`config.mk`:
```
export PLATFORM = sky130hd
export DESIGN_NAME = pong_engine_flat
export DESIGN_NICKNAME = d
export VERILOG_FILES = /design/src/rtl/pong_if.sv /design/src/rtl/pong_engine.sv /design/src/flat_wrapper.sv
export SDC_FILE = /design/constraint.sdc
export NUM_CORES = 1
export LEC_CHECK = 0
export ABC_AREA = 1
export BUFFER_PORTS_ARGS = -buffer_cell sky130_fd_sc_hd__buf_2
export CAP_MARGIN = 15
export CORE_UTILIZATION = 50
export DETAILED_ROUTE_END_ITERATION = 12
export GPL_TIMING_DRIVEN = 1
export PLACE_DENSITY = 0.72
export SLEW_MARGIN = 20
export SYNTH_ARGS = -nofsm -noshare
export SYNTH_HDL_FRONTEND = slang
export SYNTH_SLANG_ARGS = --single-unit
export TNS_END_PERCENT = 30
```
`constraint.sdc`:
```
create_clock -name clk_i -period 4.9 [get_ports clk_i]
set_input_delay 0.245 -clock clk_i [delete_from_list [all_inputs] [get_ports clk_i]]
set_output_delay 0.245 -clock clk_i [all_outputs]
set_load 0.05 [all_outputs]
```
`src/rtl/pong_if.sv`:
```
// Frame-rate control and game-state bundle between the Pong engine and its neighbours:
// timing/button inputs towards the engine, ball/paddle/score outputs towards the renderer.
interface pong_if;
    logic       frame_start;
    logic       btn_up;
    logic       btn_down;
    logic [9:0] ball_x;
    logic [9:0] ball_y;
    logic [9:0] paddle_x;
    logic [9:0] paddle_y;
    logic [7:0] hit_count;
    logic [7:0] miss_count;
    logic [1:0] game_state;
    logic       miss_flash;

    modport master (
        output frame_start, btn_up, btn_down,
        input  ball_x, ball_y, paddle_x, paddle_y,
        input  hit_count, miss_count, game_state, miss_flash
    );

    modport slave (
        input  frame_start, btn_up, btn_down,
        output ball_x, ball_y, paddle_x, paddle_y,
        output hit_count, miss_count, game_state, miss_flash
    );
endinterface

```
`src/rtl/pong_engine.sv`:
```
// Per-frame Pong state engine: serve/play/miss sequencing, ball motion with wall and
// paddle collisions, button-driven paddle and saturating hit/miss counters.
module pong_engine #(
    parameter int H_RES        = 640,
    parameter int V_RES        = 480,
    parameter int BALL_SIZE    = 8,
    parameter int BALL_SPEED   = 2,
    parameter int PADDLE_X     = 16,
    parameter int PADDLE_W     = 8,
    parameter int PADDLE_H     = 64,
    parameter int PADDLE_SPEED = 4,
    parameter int SERVE_FRAMES = 60,
    parameter int MISS_FRAMES  = 30
) (
    input logic   clk_i,
    input logic   reset_i,
    pong_if.slave bus
);
    typedef enum logic [1:0] {
        ST_SERVE = 2'd0,
        ST_PLAY  = 2'd1,
        ST_MISS  = 2'd2
    } state_e;

    localparam logic [9:0] BALL_CX    = 10'((H_RES - BALL_SIZE) / 2);
    localparam logic [9:0] BALL_CY    = 10'((V_RES - BALL_SIZE) / 2);
    localparam logic [9:0] PAD_CY     = 10'((V_RES - PADDLE_H) / 2);
    localparam logic [9:0] PAD_MAX    = 10'(V_RES - PADDLE_H);
    localparam logic [9:0] PAD_STEP   = 10'(PADDLE_SPEED);
    localparam logic [9:0] X_MAX      = 10'(H_RES - BALL_SIZE);
    localparam logic [9:0] Y_MAX      = 10'(V_RES - BALL_SIZE);
    localparam logic [9:0] PAD_EDGE   = 10'(PADDLE_X + PADDLE_W);
    localparam logic signed [10:0] STEP_S     = 11'(BALL_SPEED);
    localparam logic signed [10:0] X_MAX_S    = 11'(H_RES - BALL_SIZE);
    localparam logic signed [10:0] Y_MAX_S    = 11'(V_RES - BALL_SIZE);
    localparam logic signed [10:0] PAD_EDGE_S = 11'(PADDLE_X + PADDLE_W);
    localparam logic signed [10:0] BALL_SZ_S  = 11'(BALL_SIZE);
    localparam logic signed [10:0] PAD_H_S    = 11'(PADDLE_H);
    localparam logic [5:0] SERVE_LAST = 6'(SERVE_FRAMES - 1);
    localparam logic [5:0] MISS_LAST  = 6'(MISS_FRAMES - 1);

    state_e     state_q;
    logic [9:0] ball_x_q, ball_y_q, paddle_y_q;
    logic [7:0] hit_count_q, miss_count_q;
    logic [5:0] frame_cnt_q;
    logic       vx_neg_q, vy_neg_q, serve_neg_q, miss_flash_q;
    logic [1:0] up_sync_q, down_sync_q;

    logic signed [10:0] nx_d, ny_d, pad_top_s;
    logic [9:0]         paddle_d;
    logic               hit_s, miss_s;

    // Next-position arithmetic, paddle-overlap test and paddle motion for the coming frame.
    always_comb begin
        nx_d      = $signed({1'b0, ball_x_q}) + (vx_neg_q ? -STEP_S : STEP_S);
        ny_d      = $signed({1'b0, ball_y_q}) + (vy_neg_q ? -STEP_S : STEP_S);
        pad_top_s = $signed({1'b0, paddle_y_q});
        hit_s     = vx_neg_q && (nx_d <= PAD_EDGE_S) && ((ny_d + BALL_SZ_S) > pad_top_s)
                    && (ny_d < (pad_top_s + PAD_H_S));
        miss_s    = vx_neg_q && (nx_d <= 11'sd0) && !hit_s;
        if (up_sync_q[1] && !down_sync_q[1]) begin
            paddle_d = (paddle_y_q < PAD_STEP) ? 10'd0 : paddle_y_q - PAD_STEP;
        end else if (down_sync_q[1] && !up_sync_q[1]) begin
            paddle_d = (paddle_y_q > PAD_MAX - PAD_STEP) ? PAD_MAX : paddle_y_q + PAD_STEP;
        end else begin
            paddle_d = paddle_y_q;
        end
    end

    // Button synchronisers plus the per-frame game FSM and all registered outputs.
    always_ff @(posedge clk_i) begin
        if (reset_i) begin
            up_sync_q    <= 2'b00;
            down_sync_q  <= 2'b00;
            state_q      <= ST_SERVE;
            ball_x_q     <= BALL_CX;
            ball_y_q     <= BALL_CY;
            paddle_y_q   <= PAD_CY;
            hit_count_q  <= 8'd0;
            miss_count_q <= 8'd0;
            frame_cnt_q  <= 6'd0;
            vx_neg_q     <= 1'b0;
            vy_neg_q     <= 1'b0;
            serve_neg_q  <= 1'b0;
            miss_flash_q <= 1'b0;
        end else begin
            up_sync_q   <= {up_sync_q[0], bus.btn_up};
            down_sync_q <= {down_sync_q[0], bus.btn_down};
            if (bus.frame_start) begin
                paddle_y_q <= paddle_d;
                case (state_q)
                    ST_SERVE: begin
                        ball_x_q <= BALL_CX;
                        ball_y_q <= BALL_CY;
                        if (frame_cnt_q == SERVE_LAST) begin
                            state_q     <= ST_PLAY;
                            vx_neg_q    <= serve_neg_q;
                            vy_neg_q    <= 1'b0;
                            serve_neg_q <= ~serve_neg_q;
                            frame_cnt_q <= 6'd0;
                        end else begin
                            frame_cnt_q <= frame_cnt_q + 6'd1;
                        end
                    end
                    ST_PLAY: begin
                        // Vertical and horizontal outcomes are independent so corners apply both.
                        if (ny_d <= 11'sd0) begin
                            ball_y_q <= 10'd0;
                            vy_neg_q <= 1'b0;
                        end else if (ny_d >= Y_MAX_S) begin
                            ball_y_q <= Y_MAX;
                            vy_neg_q <= 1'b1;
                        end else begin
                            ball_y_q <= ny_d[9:0];
                        end
                        if (hit_s) begin
                            ball_x_q <= PAD_EDGE;
                            vx_neg_q <= 1'b0;
                            if (hit_count_q != 8'hFF) hit_count_q <= hit_count_q + 8'd1;
                        end else if (miss_s) begin
                            ball_x_q     <= 10'd0;
                            state_q      <= ST_MISS;
                            miss_flash_q <= 1'b1;
                            frame_cnt_q  <= 6'd0;
                            if (miss_count_q != 8'hFF) miss_count_q <= miss_count_q + 8'd1;
                        end else if (nx_d >= X_MAX_S) begin
                            ball_x_q <= X_MAX;
                            vx_neg_q <= 1'b1;
                        end else begin
                            ball_x_q <= nx_d[9:0];
                        end
                    end
                    ST_MISS: begin
                        if (frame_cnt_q == MISS_LAST) begin
                            state_q      <= ST_SERVE;
                            ball_x_q     <= BALL_CX;
                            ball_y_q     <= BALL_CY;
                            frame_cnt_q  <= 6'd0;
                            miss_flash_q <= 1'b0;
                        end else begin
                            frame_cnt_q <= frame_cnt_q + 6'd1;
                        end
                    end
                    default: begin
                        state_q      <= ST_SERVE;
                        ball_x_q     <= BALL_CX;
                        ball_y_q     <= BALL_CY;
                        frame_cnt_q  <= 6'd0;
                        miss_flash_q <= 1'b0;
                    end
                endcase
            end
        end
    end

    assign bus.ball_x     = ball_x_q;
    assign bus.ball_y     = ball_y_q;
    assign bus.paddle_x   = 10'(PADDLE_X);
    assign bus.paddle_y   = paddle_y_q;
    assign bus.hit_count  = hit_count_q;
    assign bus.miss_count = miss_count_q;
    assign bus.game_state = state_q;
    assign bus.miss_flash = miss_flash_q;
endmodule
```
`src/flat_wrapper.sv`:
```
// flat-port wrapper written by rule: the top's interface ports become plain ports
module pong_engine_flat 
#(
    parameter int H_RES        = 640,
    parameter int V_RES        = 480,
    parameter int BALL_SIZE    = 8,
    parameter int BALL_SPEED   = 2,
    parameter int PADDLE_X     = 16,
    parameter int PADDLE_W     = 8,
    parameter int PADDLE_H     = 64,
    parameter int PADDLE_SPEED = 4,
    parameter int SERVE_FRAMES = 60,
    parameter int MISS_FRAMES  = 30
)
  (clk_i, reset_i, bus_frame_start, bus_btn_up, bus_btn_down, bus_ball_x, bus_ball_y, bus_paddle_x, bus_paddle_y, bus_hit_count, bus_miss_count, bus_game_state, bus_miss_flash);
  pong_if bus_i ();
  input logic clk_i;
  input logic reset_i;
  input wire logic [$bits(bus_i.frame_start)-1:0] bus_frame_start;
  input wire logic [$bits(bus_i.btn_up)-1:0] bus_btn_up;
  input wire logic [$bits(bus_i.btn_down)-1:0] bus_btn_down;
  output wire logic [$bits(bus_i.ball_x)-1:0] bus_ball_x;
  output wire logic [$bits(bus_i.ball_y)-1:0] bus_ball_y;
  output wire logic [$bits(bus_i.paddle_x)-1:0] bus_paddle_x;
  output wire logic [$bits(bus_i.paddle_y)-1:0] bus_paddle_y;
  output wire logic [$bits(bus_i.hit_count)-1:0] bus_hit_count;
  output wire logic [$bits(bus_i.miss_count)-1:0] bus_miss_count;
  output wire logic [$bits(bus_i.game_state)-1:0] bus_game_state;
  output wire logic [$bits(bus_i.miss_flash)-1:0] bus_miss_flash;
  assign bus_i.frame_start = bus_frame_start;
  assign bus_i.btn_up = bus_btn_up;
  assign bus_i.btn_down = bus_btn_down;
  assign bus_ball_x = bus_i.ball_x;
  assign bus_ball_y = bus_i.ball_y;
  assign bus_paddle_x = bus_i.paddle_x;
  assign bus_paddle_y = bus_i.paddle_y;
  assign bus_hit_count = bus_i.hit_count;
  assign bus_miss_count = bus_i.miss_count;
  assign bus_game_state = bus_i.game_state;
  assign bus_miss_flash = bus_i.miss_flash;
  pong_engine #(.H_RES(H_RES), .V_RES(V_RES), .BALL_SIZE(BALL_SIZE), .BALL_SPEED(BALL_SPEED), .PADDLE_X(PADDLE_X), .PADDLE_W(PADDLE_W), .PADDLE_H(PADDLE_H), .PADDLE_SPEED(PADDLE_SPEED), .SERVE_FRAMES(SERVE_FRAMES), .MISS_FRAMES(MISS_FRAMES)) u_core (.clk_i(clk_i), .reset_i(reset_i), .bus(bus_i));
endmodule
```
==> metrics.txt <==
Die Ht=102 um; CTS Sinks=58; Seq pwr share=0.468; routed length per placed instance=12.5 um; ys flop type=dfxtp_1; worst r2r dst=u_core.frame_cnt_q[2]; Post-CTS Resized=0; CP top delay family=simple AND/OR/NAND/NOR gates; FF-to-FF setup slack=0.68 ns; TritonCTS clock tree=built; Clk Latency, worst-skew pair=~0.34 ns; internal power=between 0.7 and 0.8 mW; dpl ws=roughly 0.76 ns; Worst setup EP type=register; Setup crit start=u_core.vy_neg_q; Comb pwr share=0.192; critical path's slowest cell=dfxtp_1; Initial Utilization=0.514; chain of cells forming the critical path=inv_1, fa_1, xnor2_1, ha_1, inv_1, nor3_1, nand3_1, xor2_1, ha_1, and3_1, nand3_1, nand2_1, inv_1, nand2_1, nor2_1, nand4_4, nand2_4, nand2_4, nand2_4, nand2_1, o21ai_1, nor2_1; Mapped Cells=around 760; unrepaired setup endpoints after global routing=no; Setup TNS=0 ns; Vias=about 5000; worst min path class=in -> reg; full die area=0.0104 sq mm; TritonRoute pass-1 iters=5; Area growth, synth to finish=8.96%; I/O Buffers=49; # IOs=64; Leakage Power=2.67 nW; Hold Vio Cnt, Final=0; Clk network pwr share=0.340; Core Footprint=~0.0097 sq mm; Synth Cell Area=approximately 0.005 sq mm; Synth Register Bits=58; CTS hold repair buffers=0; Remaining DRCs=0; H-tree depth=3; Core Rows=36; CP Class=reg -> reg; fin crit share=0.862; MaxCap Viol Count=0; Hold Crit Start=bus_btn_down; Pins Over Slew Limit=0; gr ovfl total=0; global-route wire length before repair=slightly below 20 mm; Setup-failing EPs final=0; Crit. path cell count=22; status=finished, final reports clean; routed wire length=11.7 mm; Clock Skew=between 0.007 and 0.008 ns; Worst-Margin Slew=0.886 ns; Worst R2R Path Depth=22; Final HPWL DP=between 9 and 10 mm; yosys warns=0; WP data arrival=4.41 ns; Total Routing Usage GR=0.238; die width=between 100 and 150 um; Post-synth EDFFs=0; cts bufs inserted=9; number of setup buffers added after CTS=0; initial antenna violation count=0; sequential fraction of the synthesis area=0.232; share of layout cells above drive strength 1=0.129; crit path to=u_core.frame_cnt_q[2]; Routed Antenna Nets=0; maximum vdd ir drop=0.000116 V; Root Buffer=clkbuf_8; start of the worst register-to-register path=u_core.vy_neg_q; power per cell area=196 mW/mm^2; Slowest Stage Delay on Critical Path=between 0.5 and 0.6 ns; crit path buf inv count=3; synth unique cells=48; setup ws final=about 0.68 ns; Psw=roughly 0.33 mW; Util after Layout=0.560; Req. time, crit path=5.09 ns; largest net degree at the start of global routing=between 40 and 50; Synth Area per Inst=approximately 6.6 sq um; overall power=between 1 and 1.5 mW; share of synthesized registers carrying an async set or reset=0; final RePlAce weighted congestion=roughly 0.90; vias in the first global route=about 4500; Inserted Diodes=0; Layout Nets=around 860; clock-pin slew on the worst setup and hold paths=roughly 0.06 ns; Switching Fraction=0.313; Iter 0 DRT Violations=271; clock buffer depth=2; CP startpoint kind=register; crit path max fanout=11; slew margin rel.=0.409; Max Freq=237 MHz; min Tclk post-route=4.22 ns; DR vias/cell=around 5.2
-- flip-flops by register name, indices dropped and copies added, names as in the netlist --
name                   flops
u_core.bus.miss_count      8
u_core.bus.game_state      2
u_core.down_sync_q         2
u_core.vx_neg_q            1
u_core.up_sync_q           2
u_core.bus.hit_count       8
u_core.bus.paddle_y        8
u_core.bus.ball_x          9
u_core.vy_neg_q            1
u_core.bus.miss_flash      1
u_core.frame_cnt_q         6
u_core.serve_neg_q         1
u_core.bus.ball_y          9
-- worst min-delay path, cell delays in order --
cell and delay, ns:
buf_2 0.07, inv_1 0.03, nor2_1 0.06
-- cells by family after synthesis --
family,share of synthesized area
AO/OA/AOI/OAI,0.131
buffers and inverters,0.118
AND/OR/NAND/NOR,0.342
other,0.00150
adder cells (fa/ha/maj),0.121
XOR/XNOR,0.0541
flip-flops,0.232
-- layer usage --
layer / part of all wire / routed length, um / vias to the layer above / GRT usage
met1: 0.46 / 5410 / 2252 / 0.292
met2: 0.48 / 5620 / 128 / 0.410
met4: 0.013 / 158 / 0 / 0.0835
met3: 0.048 / 560 / 13 / 0.0534
met5: 0 / 0 / - / 0
li1: - / - / 2539 / -
-- placed cells by master, fill, tap and decap left out, drive strengths merged, types with 8 or more instances in the layout --
| cell | Yosys | layout |
|---|---|---|
| nand2 | 190 | 190 |
| inv | 112 | 112 |
| nor2 | 69 | 69 |
| a21oi | 63 | 63 |
| dfxtp | 58 | 58 |
| nand3 | 58 | 58 |
| buf | 15 | 49 |
| ha | 45 | 45 |
| o21ai | 32 | 32 |
| nand4 | 28 | 28 |
| xor2 | 20 | 20 |
| conb | 2 | 14 |
| clkbuf | 12 | 14 |
| xnor2 | 10 | 10 |
| nor3 | 8 | 8 |
-- stage by stage --
step                cells  hold WS (ns)  area [sq um]
floorplan             771         0.352          5040
global placement      926         0.392          5290
detailed placement    926         0.395          5290
CTS                   940        0.0938          5450
global route          940         0.101          5450
finish                940         0.107          5450
-- power by group through the flow --
stage | Combinational (mW) | Sequential, mW | Clock, mW
after floorplan | 0.145 | 0.535 | 0
after detailed placement | 0.203 | 0.509 | 0
after global placement | 0.200 | 0.508 | 0
after global routing | 0.228 | 0.500 | 0.399
after CTS | 0.204 | 0.498 | 0.375
final | 0.204 | 0.498 | 0.362
-- worst min path at each step --
| stage | cells past startpoint | end |
|---|---|---|
| 2_1_floorplan | 2 | u_core.down_sync_q[0] |
| 4_1_cts | 3 | u_core.down_sync_q[0] |
| 3_5_place_dp | 2 | u_core.up_sync_q[1] |
| 3_3_place_gp | 2 | u_core.up_sync_q[1] |
| 5_1_grt | 3 | u_core.down_sync_q[0] |
| 6_report | 3 | u_core.down_sync_q[0] |
-- final cells by class --
type / count / area (sq um)
well taps: 133 / 166
flip-flops and latches: 58 / 1160
multi-input cells: 572 / 3290
repair buffers: 49 / 245
fillers: 978 / 4280
clock buffers: 14 / 153
inverters: 114 / 429
-- cells in the mapped netlist (2+ instances only) --
cell / number / area share
nand2_1: 171 / 0.13
inv_1: 108 / 0.081
nor2_1: 65 / 0.049
a21oi_1: 60 / 0.060
dfxtp_1: 58 / 0.23
nand3_1: 51 / 0.051
ha_1: 45 / 0.11
o21ai_0: 28 / 0.028
nand4_1: 27 / 0.034
xor2_1: 19 / 0.033
nand2_2: 16 / 0.020
buf_4: 14 / 0.021
clkbuf_1: 12 / 0.0090
xnor2_1: 10 / 0.018
nor3_1: 8 / 0.0080
a31oi_1: 6 / 0.0075
nand3_2: 5 / 0.010
nand3b_1: 5 / 0.0075
inv_2: 4 / 0.0030
a21oi_2: 3 / 0.0053
nand2_4: 3 / 0.0068
nor2_4: 3 / 0.0068
o31ai_1: 3 / 0.0045
or2_2: 3 / 0.0038
a211oi_1: 2 / 0.0030
a221oi_1: 2 / 0.0035
conb_1: 2 / 0.0015
fa_1: 2 / 0.0080
nand3_4: 2 / 0.0070
o211ai_1: 2 / 0.0030
o21ai_1: 2 / 0.0020
o21bai_1: 2 / 0.0030
Note: power is estimated with default switching activity, not from simulation.
